[config.mk]
export PLATFORM = sky130hd
export DESIGN_NAME = fetcher
export DESIGN_NICKNAME = d
export VERILOG_FILES = /design/src/rtl/fetcher_pkg.sv /design/src/rtl/fetcher.sv
export SDC_FILE = /design/constraint.sdc
export NUM_CORES = 1
export LEC_CHECK = 0
export CORE_MARGIN = 1
export CORE_UTILIZATION = 39
export DETAILED_ROUTE_END_ITERATION = 10
export HOLD_SLACK_MARGIN = 0.05
export MAX_ROUTING_LAYER = met4
export PLACE_DENSITY = 0.86
export SLEW_MARGIN = 10
export SYNTH_ARGS = -nofsm -noshare
export SYNTH_HDL_FRONTEND = slang
export SYNTH_SLANG_ARGS = --single-unit
[constraint.sdc]
create_clock -name clk -period 2.4 [get_ports clk]
set_input_delay 0.24 -clock clk [delete_from_list [all_inputs] [get_ports clk]]
set_output_delay 0.24 -clock clk [all_outputs]
set_load 0.05 [all_outputs]
[src/rtl/fetcher_pkg.sv]
// Shared definitions for the instruction fetch unit: FSM states,
// AXI4-Lite response/protection encodings and the canonical NOP word.
package fetcher_pkg;

  typedef enum logic [1:0] {
    FETCH_IDLE = 2'd0,
    FETCH_ADDR = 2'd1,
    FETCH_DATA = 2'd2
  } fetch_state_t;

  localparam logic [1:0]  AXI_RESP_OKAY  = 2'b00;
  localparam logic [2:0]  AXI_PROT_INSTR = 3'b100;
  localparam logic [31:0] RV_NOP         = 32'h00000013;

  // Word address containing a byte address (low two bits cleared).
  function automatic logic [31:0] word_align(input logic [31:0] addr);
    return {addr[31:2], 2'b00};
  endfunction

endpackage

[src/rtl/fetcher.sv]
// Instruction fetch unit: reads one 32-bit word at pc over an AXI4-Lite read
// channel when enabled, then presents it to the decoder with a completed pulse.
// Optional feature macro: FETCHER_ALIGN_CHECK_EN (misaligned-pc fault, no bus access).
module fetcher
  import fetcher_pkg::*;
#(
  parameter logic [31:0] NOP_INSTR = RV_NOP
) (
  input  logic        clk,
  input  logic        rstn,
  input  logic        enabled,
  output logic        completed,
  input  logic [31:0] pc,
  output logic [31:0] instr_raw,
  output logic [31:0] pc_out,
  output logic        fetch_fault,
  output logic        misaligned,
  output logic [31:0] mem_araddr,
  output logic [2:0]  mem_arprot,
  output logic        mem_arvalid,
  input  logic        mem_arready,
  input  logic [31:0] mem_rdata,
  input  logic [1:0]  mem_rresp,
  input  logic        mem_rvalid,
  output logic        mem_rready
);

  fetch_state_t state_q, state_d;
  logic         completed_q, completed_d;
  logic         arvalid_q, arvalid_d;
  logic         rready_q, rready_d;
  logic         fault_q, fault_d;
  logic [31:0]  araddr_q, araddr_d;
  logic [31:0]  pc_out_q, pc_out_d;
  logic [31:0]  instr_q, instr_d;
`ifdef FETCHER_ALIGN_CHECK_EN
  logic         misaligned_q, misaligned_d;
`endif

  // Next-state logic: request address, wait for data, then publish the word.
  always_comb begin
    state_d     = state_q;
    completed_d = 1'b0;
    arvalid_d   = arvalid_q;
    rready_d    = rready_q;
    fault_d     = fault_q;
    araddr_d    = araddr_q;
    pc_out_d    = pc_out_q;
    instr_d     = instr_q;
`ifdef FETCHER_ALIGN_CHECK_EN
    misaligned_d = misaligned_q;
`endif
    unique case (state_q)
      FETCH_IDLE: begin
        if (enabled) begin
`ifdef FETCHER_ALIGN_CHECK_EN
          if (pc[1:0] != 2'b00) begin
            completed_d  = 1'b1;
            misaligned_d = 1'b1;
            fault_d      = 1'b0;
            instr_d      = NOP_INSTR;
            pc_out_d     = pc;
          end else begin
            misaligned_d = 1'b0;
            fault_d      = 1'b0;
            pc_out_d     = pc;
            araddr_d     = word_align(pc);
            arvalid_d    = 1'b1;
            state_d      = FETCH_ADDR;
          end
`else
          fault_d   = 1'b0;
          pc_out_d  = pc;
          araddr_d  = word_align(pc);
          arvalid_d = 1'b1;
          state_d   = FETCH_ADDR;
`endif
        end
      end
      FETCH_ADDR: begin
        if (mem_arready) begin
          arvalid_d = 1'b0;
          rready_d  = 1'b1;
          state_d   = FETCH_DATA;
        end
      end
      FETCH_DATA: begin
        if (mem_rvalid) begin
          rready_d    = 1'b0;
          completed_d = 1'b1;
          state_d     = FETCH_IDLE;
          if (mem_rresp == AXI_RESP_OKAY) begin
            instr_d = mem_rdata;
          end else begin
            instr_d = NOP_INSTR;
            fault_d = 1'b1;
          end
        end
      end
      default: begin
        state_d   = FETCH_IDLE;
        arvalid_d = 1'b0;
        rready_d  = 1'b0;
      end
    endcase
  end

  // State registers with synchronous active-low reset; reset abandons any transaction.
  always_ff @(posedge clk) begin
    if (!rstn) begin
      state_q     <= FETCH_IDLE;
      completed_q <= 1'b0;
      arvalid_q   <= 1'b0;
      rready_q    <= 1'b0;
      fault_q     <= 1'b0;
      araddr_q    <= 32'h0;
      pc_out_q    <= 32'h0;
      instr_q     <= NOP_INSTR;
`ifdef FETCHER_ALIGN_CHECK_EN
      misaligned_q <= 1'b0;
`endif
    end else begin
      state_q     <= state_d;
      completed_q <= completed_d;
      arvalid_q   <= arvalid_d;
      rready_q    <= rready_d;
      fault_q     <= fault_d;
      araddr_q    <= araddr_d;
      pc_out_q    <= pc_out_d;
      instr_q     <= instr_d;
`ifdef FETCHER_ALIGN_CHECK_EN
      misaligned_q <= misaligned_d;
`endif
    end
  end

  assign completed   = completed_q;
  assign instr_raw   = instr_q;
  assign pc_out      = pc_out_q;
  assign fetch_fault = fault_q;
  assign mem_araddr  = araddr_q;
  assign mem_arprot  = AXI_PROT_INSTR;
  assign mem_arvalid = arvalid_q;
  assign mem_rready  = rready_q;
`ifdef FETCHER_ALIGN_CHECK_EN
  assign misaligned  = misaligned_q;
`else
  assign misaligned  = 1'b0;
`endif

endmodule

**After elaboration in Yosys (flattened, before gate mapping)**

Index checks and enable logic that the tools add are counted.

- Bits in latches: 0
- Register bits after elaboration: 100
- Input port bits: 71
- Logic and storage cells: 42
- RAM bits: 0
- Memory bits (read-only): 0
- Memories: 0

- Bitwise operators: 2
- Order comparisons: 0
- Shift-type cells: 0
- Divide/modulo/power cells: 0
- Reduce and logical (&&, ||, !) cells: 10
- Equal/unequal tests: 6
- Add/subtract/negate cells: 0
- Muxes and demuxes: 16
- Multiply operators: 0

Operators by type and width:

| operator | number |
|---|---|
| $mux W32 | 1 |
| $reduce_and A3 Y1 | 3 |
| $mux W1 | 8 |
| $ne A2 B2 Y1 const B | 4 |
| $mux W2 | 3 |
| $pmux W1 S3 | 2 |
| $pmux W2 S3 | 1 |
| $reduce_and A2 Y1 | 3 |
| $logic_not A2 Y1 | 2 |
| $reduce_and A4 Y1 | 1 |
| $eq A2 B1 Y1 const B | 1 |
| $eq A2 B2 Y1 const B | 1 |
| $not A1 Y1 | 2 |
| $pmux W1 S2 | 1 |
| $reduce_bool A2 Y1 | 1 |

**Logic depth before layout (Yosys ltp)**

Gate-level depths: netlist (run 1).

- Word-level depth: 4
- Gate-level depth with buffers: 6
- Depth with buffers taken out: 3

**Worst setup path after synthesis (run 1)**

OpenSTA, ideal clock, no wires.

- Kind: reg-to-reg
- From: register state_q[0]
- To: register instr_q[10] (netlist: instr_raw[10])
- Arrival time: 1.198 ns
- Setup slack: 1.085 ns
- Required time: 2.283 ns
- Clock period less this slack: 1.315 ns
- Buffers on the path: 3
- Stages on the path, launching flop included: 7
- Cells stage by stage: dfxtp_1 > buf_6 > nand3b_1 > and2_1 > buf_6 > buf_6 > a22o_1

- Longest elaborated chain between the ends: 2

Ends and longest elaborated chain:

| item | RTL line | RTL |
|---|---|---|
| from (decl) | fetcher.sv:28 | `fetch_state_t state_q, state_d;` |
| from (signal assigned) | fetcher.sv:123 | `state_q <= state_d;` |
| $eq A2 B2 Y1 | fetcher.sv:53 | `unique case (state_q)` |
| $reduce_and A2 Y1 (no source line) | - |  |
| to (signal assigned) | fetcher.sv:130 | `instr_q <= instr_d;` |
| to (decl) | fetcher.sv:35 | `logic [31:0] instr_q, instr_d;` |

Every way passes these cells.
A chain may end at the register's enable or synchronous reset.

**Worst setup path in the final report (run 1)**

- From: register state_q[0]
- To: register instr_q[29] (netlist: instr_raw[29])

Same word-level chain as after synthesis.

==> results of run 1 <==
==> layout make-up <==
| class | count | area share [%] |
|---|---|---|
| Inverter | 1 | 0.08489 |
| Clock buffer | 10 | 3.113 |
| Timing Repair Buffer | 172 | 38.99 |
| Sequential cell | 70 | 31.69 |
| Multi-Input combinational cell | 159 | 21.84 |
| Tap cell | 96 | 2.716 |
| Clock inverter | 6 | 1.556 |
==> state kept, by name, indices dropped and copies added (netlist names) <==
name	cells
mem_rready	1
fetch_fault	1
mem_arvalid	1
instr_raw	32
state_q	2
pc_out	32
completed	1
==> per-layer routing <==
metal  vias up  track usage [%]  routed length [µm]
met4         0            10.00                 137
met1      1070            22.25                2846
met3        14            4.235                 409
met5         -                -                   0
li1       1165                -                   -
met2        99            32.18                3516
==> how the worst max path moves through the flow <==
stage	startpoint	endpoint	slack (ps)
after floorplan	state_q[0]	instr_raw[10]	1090
after global placement	mem_rvalid	instr_raw[10]	490
after detailed placement	mem_rvalid	instr_raw[29]	390
after CTS	state_q[0]	instr_raw[29]	510
after global routing	state_q[0]	instr_raw[29]	320
final	state_q[0]	instr_raw[29]	500
==> metrics by stage <==
step / setup slack, ps / hold WS (ps) / total power, mW
detailed placement: 385.3 / 447.0 / 1.928
floorplan: 1085 / 359.1 / 1.699
global route: 323.9 / 437.7 / 2.979
global placement: 487.1 / 441.2 / 1.919
finish: 498.0 / 443.0 / 2.863
CTS: 510.0 / 427.2 / 2.898
==> power by group through the flow <==
stage	combinational (mW)	clock (mW)	sequential, mW
finish	0.658	0.965	1.24
detailed placement	0.661	0	1.27
global placement	0.656	0	1.26
CTS	0.663	0.994	1.24
floorplan	0.301	0	1.40
global route	0.690	1.04	1.25
==> kinds of logic (layout without fill, tap and decap cells) <==
group / Yosys count / count (layout) / synth area share, %
other cells: 2 / 6 / 0.2738
simple gates: 81 / 81 / 12.82
buf+inv: 56 / 189 / 14.46
flops: 70 / 70 / 51.09
mux: 2 / 2 / 0.7300
compound gates: 70 / 70 / 20.62
==> cell usage in the layout (no fill, tap or decap), types with 2 or more instances in the layout <==
cell             netlist  layout
dfxtp_1               70      70
a21boi_0               2       2
conb_1                 2       6
mux2i_1                2       2
o22a_1                 3       3
nor2_1                 2       2
buf_4                 37       3
a22o_1                29      29
clkbuf_8               0      10
clkinv_4               0       2
a21boi_1              33      33
clkdlybuf4s50_1        0     168
nand2_1               68      68
nand3b_1               2       2
==> tightest hold or removal path, delay by kind of cell <==
kind / cells / cell delay [ps]
AO/OA/AOI/OAI: 1 / 50
buffers and inverters: 1 / 390
AND/OR/NAND/NOR: 1 / 50
==> flow_summary_export.csv, run 1 <==
group,metric,value,unit
timing,min_period_over_period,79.25,%
synth,synth-seq-cells,70,
timing,hold_viol,0,
pwr,intPower,1.983,mW
critical_path,rrSetupSlack,500,ps
global_routing,grt_usage,19.50,%
cts,cts_resized,0,
timing,fmax,525.8,MHz
die,die_y,85.86,µm
critical_path,regToRegStartpoint,"state_q[0]",
min_path,hold_class,"primary input to register",
critical_path,critical_path.max_stage_delay,820,ps
synth,synth_cell_type_count,27,
cts,hold_buffers,0,
layout,postLayoutCellArea,4422,µm²
placement,dp_hpwl,5112,µm
drt,drt_iter0_drc,60,
critical_path,path_cells,"nand3b_1 > and2_1 > a22o_1",
critical_path,cpLargestDelayFamily,"simple AND/OR/NAND/NOR gates",
synth,synthFlopType,"dfxtp_1",
critical_path,r2r_cells,3,
placement,numPortBuffers,168,
synth,synthTopCellsByArea,"dfxtp_1 (51%), buf_4 (10%), nand2_1 (9.3%)",
die,initial_utilization,40.37,%
timing,tns,0,ps
timing,rsz0062_at_grt,"no",
pwr,p_seq_share,43.3,%
critical_path,path_depth,3,
timing,worst_pin_slew,1026,ps
timing,period_minus_slack,1902,ps
placement,dp.cells,498,
drt,vias,2348,
pwr,p_leak,1.677,nW
cts,postCtsSetupBuffers,0,
synth,yosys.area.top_type_share,51.09,%
cts,root_buffer,"clkbuf_8",
synth,yosys_warnings,0,
synth,syn_inst,281,
run_status,status,"completed",
synth,async_reset_ff_share,0,%
critical_path,end_kind,"register",
layout,nets,484,
synth,synth.avg_cell_area,9.760,µm²
pwr,p_per_area,647.5,nW/µm²
global_routing,antenna_found_initial,0,
drt,drt_wl_total,6910,µm
cts,cts_buffer_depth,2,
cts,cts_sinks,70,
synth,ys_seq_area_share,51.09,%
die,die_width,85.86,µm
global_routing,overflow,0,
placement,gp_congestion,0.6962,
layout,regArea,1401,µm²
critical_path,r2r-end,"instr_raw[29]",
pwr,netSwitchingFraction,30.74,%
die,ios,175,
min_path,hold_depth,3,
synth,synth_edf_count,0,
placement,post_dp_cell_area,4215,µm²
die,core_area,6794,µm²
cts,clock_latency,330,ps
drt,drtPass1Iterations,4,
drt,wire_per_inst,13.44,µm
critical_path,cp.arrival,2170,ps
drt,drc_errors,0,
layout,layout-drive-gt1-share,5.502,%
layout,num_antenna_cells,0,
timing,setup_violations,0,
layout,syn2layout_area_growth,61.22,%
cts,cts_made_buffers,9,
global_routing,grt_pass1_vias,2233,
min_path,hold_start,"pc[22]",
layout,fin_util,65.08,%
timing,maxSlewHeadroom,31.59,%
timing,slew_viol_final,0,
pwr,p_switching,0.8802,mW
timing,skew,7.290,ps
critical_path,critPathLaunchType,"register",
synth,synth_common_cells,"dfxtp_1 (70), nand2_1 (68), buf_4 (37)",
cts,htree_levels,3,
die,fp-row-count,30,
layout,num-fill-cells,575,
layout,final_cell_count_no_fill,514,
synth,synth_top_area_cell,"dfxtp_1",
drt,avgViaCountPerCell,4.568,
synth,synth_most_common_cell,"dfxtp_1",
critical_path,required,2670,ps
flow_run,cap_violations,0,
die,dieArea,7372,µm²
critical_path,path_buf_inv,0,
cts,path_clk_slew,80,ps
cts,cts_tree,"built",
pwr,power_frac_comb,23.0,%
global_routing,grt_pass1_wl,10790,µm
min_path,hold_end,"pc_out[22]",
synth,synth.cell_area,2743,µm²
global_routing,grt_max_degree,33,
critical_path,crit_fanout,29,
layout,multi_input_area,965.9,µm²
critical_path,cp_slowest_cell,"and2_1",
drt,ant_nets,0,
critical_path,path_class,"register to register",
pwr,peakVddDrop,317.4,µV
pwr,power_frac_clock,33.7,%
(Power assumes the default switching activity.)
==> run 2, diff against run 1 <==
- CORE_UTILIZATION: 39 -> 33
- PLACE_DENSITY: 0.86 -> 0.78
- clock period: 2.4 -> 1.6 ns (I/O delays scaled with it)
==> flow_summary_export.csv, run 2 (same netlist as run 1, synthesis figures left out) <==
group,metric,value,unit
die,die_y,93.17,µm
cts,cts_resized,0,
critical_path,cp.arrival,1620,ps
layout,syn2layout_area_growth,54.47,%
run_status,status,"completed",
timing,hold_viol,0,
cts,cts_tree,"built",
placement,dp.cells,509,
min_path,hold_class,"primary input to register",
cts,hold_buffers,0,
die,die_width,93.17,µm
drt,drt_wl_total,6910,µm
critical_path,required,1820,ps
cts,path_clk_slew,70,ps
critical_path,cpLargestDelayFamily,"flip-flops",
drt,drtPass1Iterations,4,
die,initial_utilization,34.77,%
critical_path,critPathLaunchType,"register",
global_routing,grt_use_met3,4.959,%
timing,slew_viol_final,0,
cts,htree_levels,3,
die,ios,175,
timing,tns,0,ps
layout,num_antenna_cells,0,
layout,fin_util,53.71,%
global_routing,grt_pass1_wl,10870,µm
die,dieArea,8680,µm²
global_routing,grt_max_degree,30,
drt,wire_per_inst,13.16,µm
pwr,p_per_area,1008,nW/µm²
cts,cts_made_buffers,9,
layout,postLayoutCellArea,4237,µm²
drt,avgViaCountPerCell,4.518,
timing,fmax,715.7,MHz
flow_run,cap_violations,0,
drt,vias,2372,
global_routing,top_usage_layer,"met2",
cts,root_buffer,"clkbuf_8",
cts,cts_buffer_depth,2,
pwr,peakVddDrop,548.6,µV
layout,final_cell_count_no_fill,525,
critical_path,path_buf_inv,0,
cts,postCtsSetupBuffers,0,
layout,final_common_cell,"buf_4",
layout,nets,489,
critical_path,cp_slowest_cell,"dfxtp_1",
timing,min_period_over_period,87.32,%
critical_path,path_cells,"and4b_1 > and2_4 > a22o_1",
placement,gp_congestion,0.6670,
critical_path,path_class,"register to register",
die,fp-row-count,32,
global_routing,antenna_found_initial,0,
timing,setup_violations,0,
pwr,p_leak,1.877,nW
cts,clock_latency,330,ps
timing,rsz0062_at_grt,"no",
critical_path,rrSetupSlack,200,ps
placement,numPortBuffers,168,
critical_path,crit_fanout,29,
layout,final_cell_mix,"buf_4 (105), dfxtp_1 (70), clkdlybuf4s50_1 (70)",
global_routing,overflow,0,
drt,drt_iter0_drc,67,
global_routing,gr-usage-met2,27.82,%
cts,cts_sinks,70,
placement,dp_hpwl,5181,µm
die,core_area,7888,µm²
timing,skew,6.371,ps
global_routing,grt_usage,16.50,%
critical_path,end_kind,"register",
timing,period_minus_slack,1397,ps
global_routing,use_met1,18.37,%
placement,post_dp_cell_area,4028,µm²
global_routing,grt_pass1_vias,2287,
drt,drc_errors,0,
layout,layout-drive-gt1-share,29.79,%
critical_path,critical_path.max_stage_delay,560,ps
drt,ant_nets,0,
pwr,power,4.272,mW
run 2: changes by cell type in the layout (fill, tap and decap cells not counted), sizes merged:
cell and change:
clkdlybuf4s50 -98, clkinvlp +1, buf +103, inv -1
run 2: cell type report:
class,count,area (µm²)
Sequential cell,70,1401
Tap cell,102,127.6
Timing Repair Buffer,177,1529
Fill cell,728,3651
Multi-Input combinational cell,159,965.9
Clock inverter,6,71.32
Clock buffer,10,137.6
Inverter,1,3.754
run 2: stage by stage:
step                      setup WS (ps)  hold WS (ps)
after global placement            100.5         443.5
after global routing              121.5         358.5
after detailed placement          56.67         448.3
final                             202.8         371.8
after CTS                         208.1         356.3
after floorplan                   285.4         279.1
run 2: path summary, 6_finish.rpt:
| path | endpoint | cells past startpoint | start |
|---|---|---|---|
| worst max-delay path | instr_raw[11] | 3 | state_q[0] |
| worst min-delay path | pc_out[10] | 3 | pc[10] |
| worst max register to register | instr_raw[11] | 3 | state_q[0] |
| worst min register to register | pc_out[0] | 2 | pc_out[0] |
run 2: per-layer routing:
metal,vias up,part of all wire [%]
li1,1173,-
met1,1104,41
met4,0,1.6
met5,-,0
met3,6,6.7
met2,89,51
run 2: where the power goes:
group,leakage (nW),total (mW),switching (mW),internal [mW]
logic,1.21,0.970,0.596,0.374
clock network,0.0987,1.44,0.673,0.770
registers,0.570,1.86,0.0527,1.81
run 2: worst reg2reg max path, cell delays in order (launching register included):
cell,delay (ps)
dfxtp_1,560
and4b_1,280
and2_4,240
a22o_1,220
